**src/rtl/vec5_pair_packer_if.sv**
```systemverilog
// vec5_pair_packer_if: word-in / pair-out handshake bundle; master drives words and accepts pairs, slave is the packer
interface vec5_pair_packer_if #(parameter int DEPTH = 4, parameter int W = 5);
  logic                           in_valid;
  logic                           in_ready;
  logic [1:W]                     in_data;
  logic                           flush;
  logic                           out_valid;
  logic                           out_ready;
  logic [1:W]                     out_a;
  logic [1:W]                     out_aa;
  logic                           out_odd;
  logic [$clog2(DEPTH+1)-1:0]     count;
  modport master (output in_valid, in_data, flush, out_ready,
                  input  in_ready, out_valid, out_a, out_aa, out_odd, count);
  modport slave  (input  in_valid, in_data, flush, out_ready,
                  output in_ready, out_valid, out_a, out_aa, out_odd, count);
endinterface

```
**src/rtl/vec5_pair_packer.sv**
```systemverilog
// vec5_pair_packer: buffers W-bit words in a DEPTH-entry FIFO and emits them as ordered pairs (a older, aa younger); flush drains an odd remnant; ports clk, rst (async high), bus (slave modport)
module vec5_pair_packer #(
  parameter int DEPTH = 4,
  parameter int W     = 5
) (
  input logic               clk,
  input logic               rst,
  vec5_pair_packer_if.slave bus
);
  localparam int CW = $clog2(DEPTH+1);
  localparam int PW = (DEPTH > 1) ? $clog2(DEPTH) : 1;
  typedef enum logic {RUN, FLUSH} state_t;
  state_t        state_q, state_d;
  logic [PW-1:0] rd_q, rd_d, wr_q, wr_d, rd1;
  logic [CW-1:0] count_q, count_d;
  logic [1:W]    mem_q [DEPTH];
  logic          push, pop, odd, vld;
  // a lone word can only leave while draining; in RUN it waits for its partner
  always_comb begin
    odd     = (state_q == FLUSH) && (count_q == CW'(1));
    vld     = (state_q == FLUSH) ? (count_q != '0) : (count_q >= CW'(2));
    push    = bus.in_valid && bus.in_ready;
    pop     = vld && bus.out_ready;
    rd1     = rd_q + PW'(1);
    rd_d    = rd_q + (pop ? (odd ? PW'(1) : PW'(2)) : '0);
    wr_d    = wr_q + PW'(push);
    count_d = count_q + CW'(push) - (pop ? (odd ? CW'(1) : CW'(2)) : '0);
    state_d = (state_q == RUN) ? (bus.flush ? FLUSH : RUN) : ((count_q == '0) ? RUN : FLUSH);
  end
  assign bus.in_ready  = (state_q == RUN) && (count_q < CW'(DEPTH));
  assign bus.out_valid = vld;
  assign bus.out_a     = vld ? mem_q[rd_q] : '0;
  assign bus.out_aa    = (vld && !odd) ? mem_q[rd1] : '0;
  assign bus.out_odd   = odd;
  assign bus.count     = count_q;
  always_ff @(posedge clk or posedge rst) begin
    if (rst) begin
      state_q <= RUN;
      rd_q    <= '0;
      wr_q    <= '0;
      count_q <= '0;
    end else begin
      state_q <= state_d;
      rd_q    <= rd_d;
      wr_q    <= wr_d;
      count_q <= count_d;
    end
  end
  always_ff @(posedge clk) begin
    if (push) mem_q[wr_q] <= bus.in_data;
  end
endmodule

```
**src/flat_wrapper.sv**
```systemverilog
// flat-port wrapper written by rule: the top's interface ports become plain ports
module vec5_pair_packer_flat 
#(
  parameter int DEPTH = 4,
  parameter int W     = 5
)
  (clk, rst, bus_in_valid, bus_in_data, bus_flush, bus_out_ready, bus_in_ready, bus_out_valid, bus_out_a, bus_out_aa, bus_out_odd, bus_count);
  vec5_pair_packer_if #(.DEPTH(DEPTH), .W(W)) bus_i ();
  input logic clk;
  input logic rst;
  input wire logic [$bits(bus_i.in_valid)-1:0] bus_in_valid;
  input wire logic [$bits(bus_i.in_data)-1:0] bus_in_data;
  input wire logic [$bits(bus_i.flush)-1:0] bus_flush;
  input wire logic [$bits(bus_i.out_ready)-1:0] bus_out_ready;
  output wire logic [$bits(bus_i.in_ready)-1:0] bus_in_ready;
  output wire logic [$bits(bus_i.out_valid)-1:0] bus_out_valid;
  output wire logic [$bits(bus_i.out_a)-1:0] bus_out_a;
  output wire logic [$bits(bus_i.out_aa)-1:0] bus_out_aa;
  output wire logic [$bits(bus_i.out_odd)-1:0] bus_out_odd;
  output wire logic [$bits(bus_i.count)-1:0] bus_count;
  assign bus_i.in_valid = bus_in_valid;
  assign bus_i.in_data = bus_in_data;
  assign bus_i.flush = bus_flush;
  assign bus_i.out_ready = bus_out_ready;
  assign bus_in_ready = bus_i.in_ready;
  assign bus_out_valid = bus_i.out_valid;
  assign bus_out_a = bus_i.out_a;
  assign bus_out_aa = bus_i.out_aa;
  assign bus_out_odd = bus_i.out_odd;
  assign bus_count = bus_i.count;
  vec5_pair_packer #(.DEPTH(DEPTH), .W(W)) u_core (.clk(clk), .rst(rst), .bus(bus_i));
endmodule
```
**config.mk**
```make
export PLATFORM = sky130hd
export DESIGN_NAME = vec5_pair_packer_flat
export DESIGN_NICKNAME = d
export VERILOG_FILES = /design/src/rtl/vec5_pair_packer_if.sv /design/src/rtl/vec5_pair_packer.sv /design/src/flat_wrapper.sv
export SDC_FILE = /design/constraint.sdc
export NUM_CORES = 1
export LEC_CHECK = 0
export ABC_AREA = 1
export BUFFER_PORTS_ARGS = -buffer_cell sky130_fd_sc_hd__buf_2
export CORE_MARGIN = 2
export CORE_UTILIZATION = 50
export DETAILED_ROUTE_END_ITERATION = 10
export PLACE_DENSITY = 0.87
export SYNTH_ARGS = -nofsm -noshare
export SYNTH_HDL_FRONTEND = slang
export SYNTH_SLANG_ARGS = --single-unit
```
**constraint.sdc**
```tcl
create_clock -name clk -period 2 [get_ports clk]
set_clock_uncertainty 0.1 [all_clocks]
set_input_delay 0.3 -clock clk [delete_from_list [all_inputs] [get_ports clk]]
set_output_delay 0.3 -clock clk [all_outputs]
set_load 0.1 [all_outputs]
```
# Word-level counts from Yosys, hierarchy flattened

Memories as Yosys holds them, arrays and structs flattened.
Index checks and enable logic that the tools add are counted.

Add/subtract/negate cells: 5
Multiply operators: 0
Divide/modulo/power cells: 0
Order comparisons: 2
Eq/ne operators: 1
Shift operators: 0
Muxes and demuxes: 12
Bitwise operators: 1
Reduce and logical (&&, ||, !) cells: 8

Operator list:

| operator                                                               | number |
|---|---|
| 5-bit two-way mux                                                      | 2 |
| 1-bit two-way mux                                                      | 6 |
| 2-bit two-way mux                                                      | 3 |
| 1-bit logical AND                                                      | 5 |
| 3-bit by 1-bit adder with 3-bit output                                 | 1 |
| 3-bit by 1-bit == test with 1-bit output (second input constant)       | 1 |
| 3-bit by 2-bit >= comparator with 1-bit output (second input constant) | 1 |
| 3-bit logical NOT                                                      | 1 |
| 3-bit less-than comparator (second input constant)                     | 1 |
| 3-bit two-way mux                                                      | 1 |
| 3-bit nonzero test                                                     | 1 |
| 3-bit subtractor                                                       | 1 |
| 2-bit by 1-bit adder with 2-bit output                                 | 1 |
| 2-bit by 1-bit adder with 2-bit output (second input constant)         | 1 |
| 2-bit adder                                                            | 1 |
| 1-bit logical NOT                                                      | 1 |
| 1-bit NOT                                                              | 1 |

Register bits: 8
Bits in latches: 0
Bits in writable memories: 20
ROM bits: 0
Word-level logic and storage cells: 34
Memories kept: 1

Memory list:

| memory       | depth | bits a word | read ports | clocked after Yosys merged registers in | write ports | RTL line               | RTL |
|---|---|---|---|---|---|---|---|
| u_core.mem_q | 4     | 5           | 2          | 0                                       | 1           | vec5_pair_packer.sv:16 | `logic [1:W] mem_q [DEPTH];` |

# Longest topological paths before layout

Word-level depth: 5
Depth in mapped cells: 9

# Worst setup path after synthesis

Ideal clock, no wire load.

Kind: register to output
Start: reg u_core.count_q[1], in the netlist u_core.bus.count[1]
End: out bus_out_a[0]
Arrival: 3,534 ps
Path slack: -1,934 ps
Cell stages (with the launch flop): 5
Path buffers: 0
Cells stage by stage: dfrtp_1 nor2_4 nand2_1 inv_1 a21oi_1

Word-level cells in the longest chain between the ends: 3
Elaborated cells between the ends (all ways): 4

Ends and longest elaborated chain:

| element                                                                                     | RTL line               | RTL |
|---|---|---|
| start: declaration                                                                          | vec5_pair_packer.sv:15 | `logic [CW-1:0] count_q, count_d;` |
| start signal: assignment                                                                    | vec5_pair_packer.sv:46 | `count_q <= count_d;` |
| 3-bit by 2-bit >= comparator with 1-bit output / 3-bit nonzero test (equally long branches) | vec5_pair_packer.sv:21 | `vld = (state_q == FLUSH) ? (count_q != '0) : (count_q >= CW'(2));` |
| 1-bit two-way mux (*)                                                                       | vec5_pair_packer.sv:21 |  |
| via bus_out_valid                                                                           | flat_wrapper.sv:16     | `output wire logic [$bits(bus_i.out_valid)-1:0] bus_out_valid;` |
| 5-bit two-way mux (*)                                                                       | vec5_pair_packer.sv:32 | `assign bus.out_a = vld ? mem_q[rd_q] : '0;` |
| end: declaration                                                                            | flat_wrapper.sv:17     | `output wire logic [$bits(bus_i.out_a)-1:0] bus_out_a;` |

Mark *: on every way through the listed nets, which the timed path passes. The rest lies on a longest branch.

# Final worst setup path

Start: reg u_core.count_q[2], in the netlist u_core.bus.count[2]
End: reg u_core.count_q[2], in the netlist u_core.bus.count[2]

Word-level cells in the longest chain between the ends: 5
Elaborated cells between the ends (all ways): 13

Ends and longest elaborated chain:

| element                                                                            | RTL line               | RTL |
|---|---|---|
| 3-bit less-than comparator, or another cell as far along                           | vec5_pair_packer.sv:30 | `assign bus.in_ready = (state_q == RUN) && (count_q < CW'(DEPTH));` |
| 1-bit logical AND, or another cell as far along                                    | vec5_pair_packer.sv:30 |  |
| 1-bit logical AND, or another cell as far along                                    | vec5_pair_packer.sv:22 | `push = bus.in_valid && bus.in_ready;` |
| 3-bit by 1-bit adder with 3-bit output / 3-bit two-way mux (equally long branches) | vec5_pair_packer.sv:27 | `count_d = count_q + CW'(push) - (pop ? (odd ? CW'(1) : CW'(2)) : '0);` |
| 3-bit subtractor (*)                                                               | vec5_pair_packer.sv:27 |  |
| via u_core.count_d[2]                                                              | vec5_pair_packer.sv:15 |  |

Marks and branches as above.

==> impl_results.rst <==
.. list-table::
   :header-rows: 1

   * - Metric
     - Value
   * - Bufs on Longest Clock Path
     - 2
   * - Hold slack
     - 92.3 ps
   * - Reg2reg setup slack
     - -120 ps
   * - Number of DRC markers in iteration 0
     - 67
   * - Remaining design rule violation count
     - 0
   * - Post-Syn Area
     - 0.00157 mm2
   * - Height of the die
     - 60.0 um
   * - Final Setup Violations
     - 11
   * - Max-slew violations
     - 0
   * - Mean Syn Cell Area
     - 9.02 um2
   * - Post-synthesis to final-layout area growth
     - 58.9%
   * - Tcrit/Tclk final
     - 1.06
   * - Maximum fanout along the worst path
     - 3
   * - Placed instance area
     - 0.00210 mm2
   * - Distinct cell type count after synthesis
     - 20
   * - Core area
     - 0.00303 mm2
   * - Overall overflow remaining after global route
     - 0
   * - Worst path required time
     - 2150 ps
   * - Endpoint arrival time on the critical path
     - 2270 ps
   * - TritonCTS buffer count
     - 3
   * - Setup repair after global routing missed its margin
     - yes
   * - Mapped Nets
     - 190
   * - Post-synthesis sequential element count
     - 28
   * - Main combinational cell family by area after synthesis
     - simple AND/OR/NAND/NOR gates
   * - Clock root buffer master
     - sky130_fd_sc_hd__clkbuf_4
   * - Number of buffers inserted by port buffering
     - 25
   * - Number of nets in the finished design
     - 239
   * - Worst hold path type
     - input port to register
   * - Total die area
     - 0.00360 mm2
   * - Time the final worst path needs with I/O delays and setup
     - 2120 ps
   * - Routability cong.
     - 0.771
   * - Final routed wirelength across all metal layers
     - 4200 um
   * - Global-route wire length before repair
     - 5520 um
   * - Final antenna diode count
     - 0
   * - Most common cell after layout, fill and taps aside
     - sky130_fd_sc_hd__nand2_2
   * - Routed via count divided by cell count
     - 5.08
   * - Detailed-route wire length per cell
     - 15.8 um
   * - Share of synthesized area spent on multiplexers
     - 0
   * - IO Count
     - 26
   * - Pin count of the biggest net entering global routing
     - 17
   * - Yosys warnings
     - 0
   * - Violations in the final reports
     - setup timing
   * - Worst-skew pair later-pin latency
     - 320 ps
   * - Final standard cell area without fillers
     - 0.00249 mm2
   * - Number of antenna violations at the first check in global routing
     - 0
   * - Depth of the CTS H-tree
     - 1
   * - Clk sinks
     - 28
   * - Vias in the first global route
     - 1,226
   * - Slew at the pin closest to its max-slew limit
     - 500 ps
   * - Die boundary width
     - 60.0 um
   * - Post-synthesis xor/xnor area fraction
     - 0.0279
   * - DR vias
     - 1,350
   * - Nature of the critical path startpoint
     - register
   * - Max_slew headroom
     - 0.669
   * - Min setup slack post-route
     - -120 ps
   * - Share of final-layout standard cells stronger than drive strength 1
     - 0.599
   * - Total count of hold-check failures in the final report
     - 0
   * - Fraction of the mapped netlist area in compound gates
     - 0.0359
   * - Post-CTS clock slew at the launch and capture registers of the worst setup and hold paths
     - 150 ps
   * - HPWL reported at the end of detailed placement
     - 2490 um
   * - Initial Utilization
     - 0.519
   * - Synthesized-area fraction occupied by adder cells
     - 0.0526
   * - TritonRoute pass-1 iters
     - 4
   * - Number of nets with antenna violations after detailed routing
     - 0
   * - Synthesized netlist cell count
     - 174
   * - Max Fclk
     - 472 MHz
   * - Simple-gate area share of the yosys netlist
     - 0.257
   * - Classification of the worst setup path
     - register to register
   * - Portion of the post-synthesis area used by sequential elements
     - 0.510
   * - CTS tree
     - built
   * - Outcome
     - finished with violations
   * - FP Rows
     - 20
   * - Count of max-cap constraint violations
     - 0
   * - Fill cells
     - 144
   * - Overall Global Routing Usage
     - 0.207
   * - Most frequent cells in the layout
     - sky130_fd_sc_hd__nand2_2 (35), sky130_fd_sc_hd__nand2_1 (34), sky130_fd_sc_hd__edfxtp_1 (20)
   * - Kind of capture point of the worst setup path
     - register
[path summary, 6_finish.rpt]
check,endpoint,start,cells past startpoint
hold / removal,u_core.mem_q[1][2]$_DFFE_PP_,bus_in_data[2],1
min in group asynchronous,u_core.wr_q[0]$_DFF_PP0_,rst,3
setup reg to reg,u_core.bus.count[2]$_DFF_PP0_,u_core.bus.count[2]$_DFF_PP0_,8
hold reg to reg,u_core.wr_q[1]$_DFF_PP0_,u_core.wr_q[1]$_DFF_PP0_,1
setup / recovery,u_core.bus.count[2]$_DFF_PP0_,u_core.bus.count[2]$_DFF_PP0_,8
max in group asynchronous,u_core.bus.count[1]$_DFF_PP0_,rst,3
[layout make-up]
class,instances,area (um2),share of cell area
Multi-Input combinational cell,116,920,0.369
Tap cell,44,55.1,0.0221
Clock inverter,1,30.0,0.0120
Sequential cell,28,815,0.326
Inverter,24,105,0.0421
Timing Repair Buffer,48,528,0.212
Clock buffer,3,22.5,0.00903
Timing Repair inverter,2,20.0,0.00802
[registers in the layout, summed over array words and instances (netlist names)]
register	flops
u_core.rd_q	2
u_core.bus.count	3
u_core.state_q	1
u_core.wr_q	2
u_core.mem_q	20
[stage by stage]
| step | worst slack, ps | std cells | utilization | setup TNS, ps |
|---|---|---|---|---|
| 2_1_floorplan | -352 | 174 | - | -3970 |
| 3_3_place_gp | -1.35 | 248 | 0.693 | -1.35 |
| 3_5_place_dp | -78.1 | 248 | 0.693 | -78.1 |
| 4_1_cts | -74.1 | 260 | 0.736 | -329 |
| 5_1_grt | -192 | 266 | 0.824 | -1670 |
| 6_report | -120 | 266 | 0.824 | -880 |
[kinds of logic after synthesis]
family                     count (synthesis)
AOI/OAI and AO/OA                         11
xor gates and xnor gates                   5
adders and majority gates                  6
buffers and inverters                     30
DFF                                       28
and+or+nand+nor                           94
[synth_stat cells (all sizes together)]
library cell / count / area [um2]
edfxtp: 20 / 601
dfrtp: 8 / 200
nor3: 4 / 20.0
a31oi: 1 / 6.26
nand3: 6 / 30.0
ha: 5 / 62.6
nor2: 5 / 26.3
buf: 6 / 85.1
a21oi: 10 / 50.1
nand2: 79 / 327
fa: 1 / 20.0
inv: 23 / 93.8
xnor2: 2 / 17.5
clkinv: 1 / 5.00
xor2: 3 / 26.3
[worst max-delay path, stage by stage (launching register included)]
cell	delay, ps
sky130_fd_sc_hd__dfrtp_4	520
sky130_fd_sc_hd__nor2_4	160
sky130_fd_sc_hd__buf_4	150
sky130_fd_sc_hd__nor2_2	50
sky130_fd_sc_hd__inv_2	70
sky130_fd_sc_hd__ha_1	240
sky130_fd_sc_hd__fa_2	410
sky130_fd_sc_hd__xnor2_2	170
sky130_fd_sc_hd__xor2_1	170
[metal layers]
layer / GRT usage / wire length [um] / share of wire
met5: 0 / 0 / 0
met4: 0.0667 / 49 / 0.012
met3: 0.0238 / 133 / 0.032
met2: 0.349 / 2270 / 0.54
met1: 0.278 / 1750 / 0.42
[repair_timing]
| action | 4_1_cts | 5_1_grt |
|---|---|---|
| resized for setup | 5 | 62 |
| buffers inserted | 6 | 7 |
| pin swaps | 6 | 27 |
| cloned | 1 | 2 |
| hold endpoints to repair | 8 | 0 |
| setup endpoints to repair | 12 | 13 |
| hold buffers | 1 | 0 |
Power is not shown: default switching activity piles up to over one toggle a cycle in this logic, so the estimate is an artifact.
